[config.mk]
export PLATFORM = sky130hd
export DESIGN_NAME = interp_sequencer_flat
export DESIGN_NICKNAME = d
export VERILOG_FILES = /design/src/rtl/interp_sequencer_if.sv /design/src/rtl/interp_sequencer.sv /design/src/flat_wrapper.sv
export SDC_FILE = /design/constraint.sdc
export NUM_CORES = 1
export LEC_CHECK = 0
export BUFFER_PORTS_ARGS = -buffer_cell sky130_fd_sc_hd__buf_2
export CORE_AREA = 2 2 73 75
export DETAILED_ROUTE_END_ITERATION = 8
export DIE_AREA = 0 0 75 77
export PLACE_DENSITY_LB_ADDON = 0.1
export SLEW_MARGIN = 0
export SYNTH_ARGS = -nofsm -noshare
export SYNTH_HDL_FRONTEND = slang
export SYNTH_SLANG_ARGS = --single-unit
[constraint.sdc]
create_clock -name clock -period 3.04 [get_ports clock]
set_input_delay 0.608 -clock clock [delete_from_list [all_inputs] [get_ports clock]]
set_output_delay 0.608 -clock clock [all_outputs]
set_load 0.02 [all_outputs]
[src/rtl/interp_sequencer_if.sv]
// Upstream sample handshake into the interpolator sequencer.
interface interp_sequencer_if;
  logic               in_valid;
  logic signed [17:0] in_data;
  logic               in_ready;

  modport master (output in_valid, output in_data, input in_ready);
  modport slave  (input in_valid, input in_data, output in_ready);
endinterface

[src/rtl/interp_sequencer.sv]
// Fs / 4xFs clock-enable sequencer with a one-deep sample holding register.
// Define INTERP_SEQ_UNDERRUN_ZERO_EN to zero-stuff xkin on underrun instead of repeating it.
module interp_sequencer #(
  parameter int unsigned DIV4X  = 64,
  parameter int unsigned UCNT_W = 8
) (
  input  logic                clock,
  input  logic                reset,
  input  logic                enable,
  interp_sequencer_if.slave   up,
  output logic                clkenin,
  output logic                clken4x,
  output logic signed [17:0]  xkin,
  output logic [1:0]          phase,
  output logic                underrun,
  output logic [UCNT_W-1:0]   underrun_count
);

  localparam int unsigned      CNT_W    = (DIV4X > 1) ? $clog2(DIV4X) : 1;
  localparam logic [CNT_W-1:0] CNT_LAST = CNT_W'(DIV4X - 1);

  typedef enum logic {IDLE, RUN} state_t;

  state_t             state, state_nx;
  logic [CNT_W-1:0]   cnt;
  logic               full;
  logic signed [17:0] hold;
  logic               leaving;
  logic               accept;

  always_ff @(posedge clock) begin
    if (reset) state <= IDLE;
    else       state <= state_nx;
  end

  // Pulses decode from state/cnt/phase registers only, never from enable.
  always_comb begin
    state_nx = state;
    clkenin  = 1'b0;
    clken4x  = 1'b0;
    case (state)
      IDLE: if (enable) state_nx = RUN;
      RUN: begin
        clken4x = (cnt == '0);
        clkenin = (cnt == '0) && (phase == 2'd0);
        if (!enable) state_nx = IDLE;
      end
      default: state_nx = IDLE;
    endcase
  end

  assign leaving     = (state == RUN) && !enable;
  assign up.in_ready = ~full & ~reset;
  assign accept      = up.in_valid & up.in_ready;

  always_ff @(posedge clock) begin
    if (reset || !enable || state == IDLE) begin
      cnt   <= '0;
      phase <= '0;
    end else if (cnt == CNT_LAST) begin
      cnt   <= '0;
      phase <= phase + 2'd1;
    end else begin
      cnt   <= cnt + CNT_W'(1);
    end
  end

  // A full register is only refilled once clkenin has drained it, so a
  // clkenin edge never both consumes and stores.
  always_ff @(posedge clock) begin
    if (reset) begin
      full           <= 1'b0;
      hold           <= '0;
      xkin           <= '0;
      underrun       <= 1'b0;
      underrun_count <= '0;
    end else begin
      underrun <= 1'b0;
      if (leaving) begin
        full <= 1'b0;
      end else if (clkenin) begin
        if (full) begin
          xkin <= hold;
          full <= 1'b0;
        end else if (up.in_valid) begin
          xkin <= up.in_data;
        end else begin
          underrun <= 1'b1;
          if (underrun_count != '1) underrun_count <= underrun_count + UCNT_W'(1);
`ifdef INTERP_SEQ_UNDERRUN_ZERO_EN
          xkin <= '0;
`else
          xkin <= xkin;
`endif
        end
      end else if (accept) begin
        hold <= up.in_data;
        full <= 1'b1;
      end
    end
  end

endmodule

[src/flat_wrapper.sv]
// flat-port wrapper written by rule: the top's interface ports become plain ports
module interp_sequencer_flat 
#(
  parameter int unsigned DIV4X  = 64,
  parameter int unsigned UCNT_W = 8
)
  (clock, reset, enable, clkenin, clken4x, xkin, phase, underrun, underrun_count, up_in_valid, up_in_data, up_in_ready);
  interp_sequencer_if up_i ();
  input  logic clock;
  input  logic reset;
  input  logic enable;
  output logic clkenin;
  output logic clken4x;
  output logic signed [17:0] xkin;
  output logic [1:0] phase;
  output logic underrun;
  output logic [UCNT_W-1:0] underrun_count;
  input wire logic [$bits(up_i.in_valid)-1:0] up_in_valid;
  input wire logic [$bits(up_i.in_data)-1:0] up_in_data;
  output wire logic [$bits(up_i.in_ready)-1:0] up_in_ready;
  assign up_i.in_valid = up_in_valid;
  assign up_i.in_data = up_in_data;
  assign up_in_ready = up_i.in_ready;
  interp_sequencer #(.DIV4X(DIV4X), .UCNT_W(UCNT_W)) u_core (.clock(clock), .reset(reset), .enable(enable), .up(up_i), .clkenin(clkenin), .clken4x(clken4x), .xkin(xkin), .phase(phase), .underrun(underrun), .underrun_count(underrun_count));
endmodule
==> impl_metrics.csv <==
group,metric,value,unit
logic_synthesis,syn-num-nets,268,
clock_network,cts_resized,0,
logic_synthesis,synth.area.mux_share,0.156,
final_layout,drive_above_1_share,0.289,
logic_synthesis,synth_compound_area_frac,0.118,
timing,rsz0062_at_grt,"false",
final_layout,diodes,0,
placement,gp_congestion,0.765,
detailed_routing,wl_per_cell,12.3,um
placement,dp.cells,356,
final_layout,fin_util,0.563,
setup_path,endpoint_kind,"primary output",
timing,post-route-period-util,0.730,
final_layout,nNetsFinal,319,
logic_synthesis,async_flop_share,0,
floorplan,dieArea,5780,sq um
pwr,max-vdd-ir-drop,0.000308,V
logic_synthesis,synthDistinctLibCells,35,
floorplan,io_pins,54,
logic_synthesis,syn_inst,242,
outcome,outcome,"finished, final reports clean",
setup_path,critPathLaunch,"u_core.cnt[3]",
floorplan,die_h,77,um
pwr,power_density,463,nW/um^2
placement,io_buffers,53,
worst_hold_path,worstHoldStart,"u_core.cnt[0]",
timing,worstMarginPinSlew,0.523,ns
detailed_routing,firstDrtPassIters,4,
timing,relSlewSlack,0.648,
detailed_routing,drt-initial-drc-count,92,
grt,grt_max_degree,37,
logic_synthesis,yosys-top-cells-area,"dfxtp_1, mux2i_1, nor2_1",
logic_synthesis,synth_top_flop_cell,"dfxtp_1",
grt,grt_pass1_vias,1732,
floorplan,die_w,75,um
detailed_routing,vias_per_cell,5.08,
floorplan,start_util,0.491,
final_layout,area_growth_syn_to_layout,14.7,%
setup_path,r2r-start,"u_core.cnt[3]",
clock_network,cts_hold_buf,0,
logic_synthesis,ys_ff_latch,55,
logic_synthesis,synth_top_cell_by_area,"dfxtp_1",
grt,track_usage,0.171,
logic_synthesis,syn_area_per_cell,10.1,sq um
logic_synthesis,ys.warnings.count,0,
logic_synthesis,synth_top_area_share,0.451,
detailed_routing,antenna_left,0,
timing,finalMaxSlewViolations,0,
run,cap_violations,0,
logic_synthesis,synth_top_family_by_area,"simple AND/OR/NAND/NOR gates",
clock_network,cts.clk_slew.worst_paths,0.09,ns
grt,antenna_found_initial,0,
timing,period_needed,2.22,ns
clock_network,cts_htree_levels,2,
logic_synthesis,synth-edff-count,0,
floorplan,std_cell_rows,26,
grt,grt_first_pass_wirelength,7850,um
clock_network,clock_latency,0.30,ns
timing,setup_viol,0,
setup_path,critPathArrivalTime,1.61,ns
timing,hold_violations,0,
clock_network,cts_buffers,5,
pwr,p_leak,0.00110,uW
detailed_routing,vias,1849,
timing,max_freq,451,MHz
logic_synthesis,synth_area,2440,sq um
logic_synthesis,synthSimpleGateAreaFrac,0.178,
detailed_routing,route.detailed.drc,0,
final_layout,instances_no_fill,364,
setup_path,crit_path_max_fanout,6,
clock_network,cts_setup_buffers,0,
setup_path,criticalPathCategory,"reg2out",
logic_synthesis,synthAdderAreaFrac,0.0205,
timing,tns,0,ns
floorplan,core,4980,sq um
clock_network,cts.path.max_buffers,2,
logic_synthesis,synth_xor_xnor_area_share,0.0179,
setup_path,startpoint_type,"flop",
worst_hold_path,hp-class,"reg2reg",
logic_synthesis,ys_seq_area_frac,0.451,
clock_network,cts.sinks,55,
clock_network,clockRootBuffer,"clkbuf_8",
detailed_routing,finalWirelength,4470,um
clock_network,cts_tree,"done",
placement,post-dp-hpwl,3080,um
setup_path,cp.required,2.43,ns
grt,globalRouteOverflowTotal,0,
timing,fin_skew,0.00227,ns
[final timing paths]
check | end | slack (ns) | cells after the start
worst min register to register | u_core.cnt[0] | 0.47 | 1
worst min-delay path | u_core.cnt[0] | 0.47 | 1
worst max-delay path | clkenin | 0.82 | 3
worst max register to register | u_core.xkin[2] | 1.00 | 5
[power breakdown]
group          leakage [uW]  switching [uW]  internal [uW]
Clock             0.0000422             218            162
Combinational      0.000613            94.4           65.8
Sequential         0.000447            14.5            744
[cell usage in the layout, fill, tap and decap left out, drive strengths merged]
cell     Yosys  routed
mux2         1       1
mux2i       37      37
or3b         1       1
xnor2        3       3
clkbuf       9       7
nand4        2       2
nand3        7       7
o21ai        3       3
or4          4       4
nor2b        3       3
o31ai        4       4
nor2        51      51
dfxtp       55      55
clkinv       0       1
and3         3       3
a211oi      18      18
a2111oi      1       1
inv          7       7
xor2         2       2
nand2        4       4
a31oi        1       1
nand2b       2       2
nor4         3       3
and4         2       2
a21oi        5       5
buf          5      58
ha           4       4
o41ai        1       1
or3          3       3
nor4b        1       1
[worst max-delay path: stages, from the launching register on]
cell and delay, ns:
dfxtp_1 0.37, or4_4 0.57, nor2_1 0.18, buf_2 0.20
[cell families (layout without fill, tap and decap cells)]
family                   count (synthesis)  count (layout)
buffers and inverters                   21              73
multiplexers                            38              38
adder cells (fa/ha/maj)                  4               4
AND/OR/NAND/NOR                         86              86
flip-flops                              55              55
XOR/XNOR                                 5               5
AO/OA/AOI/OAI                           33              33
[Yosys cell counts, types with 3 or more instances]
cell type  instances
dfxtp_1           55
or4_1              3
o21ai_0            3
nand2_1            4
inv_1              7
nor2_1            48
ha_1               4
nor2b_1            3
clkbuf_8           4
buf_6              3
nor2_2             3
or3_1              3
clkbuf_1           5
xnor2_1            3
a211oi_2          12
a21oi_1            5
nand3_1            7
nor4_1             3
a211oi_1           6
mux2i_1           37
o31ai_1            4
[stage by stage]
step           hold WS [ns]  worst slack (ns)  cell area [sq um]  power (uW)
2_1_floorplan         0.430             0.882               2440         894
3_3_place_gp          0.442             0.991               2720         936
3_5_place_dp          0.453             0.966               2720         938
4_1_cts               0.474             0.803               2800        1330
5_1_grt               0.485             0.716               2800        1370
6_report              0.468             0.820               2800        1300
[final cells by class]
cell class,count,area [sq um]
sequential,55,1100
clock inverter,1,5.00
inverter,7,26.3
timing repair buffer,58,303
fill,482,2170
multi-input combinational,166,1200
tap,70,87.6
clock buffer,7,76.3
[registers in the layout, summed over array words and instances, names as in the netlist]
signal / count
u_core.phase: 2
u_core.xkin: 18
u_core.underrun: 1
u_core.full: 1
u_core.hold: 18
u_core.cnt: 6
u_core.underrun_count: 8
u_core.state: 1
[per-layer routing]
layer  up-vias  routed length [um]  GRT usage
li1        954                   -          -
met1       855                2220      0.233
met2        36                2030      0.261
met3         4                 179     0.0460
met4         0                  41     0.0536
met5         -                   0          0
Note: power is estimated with default switching activity, not from simulation.
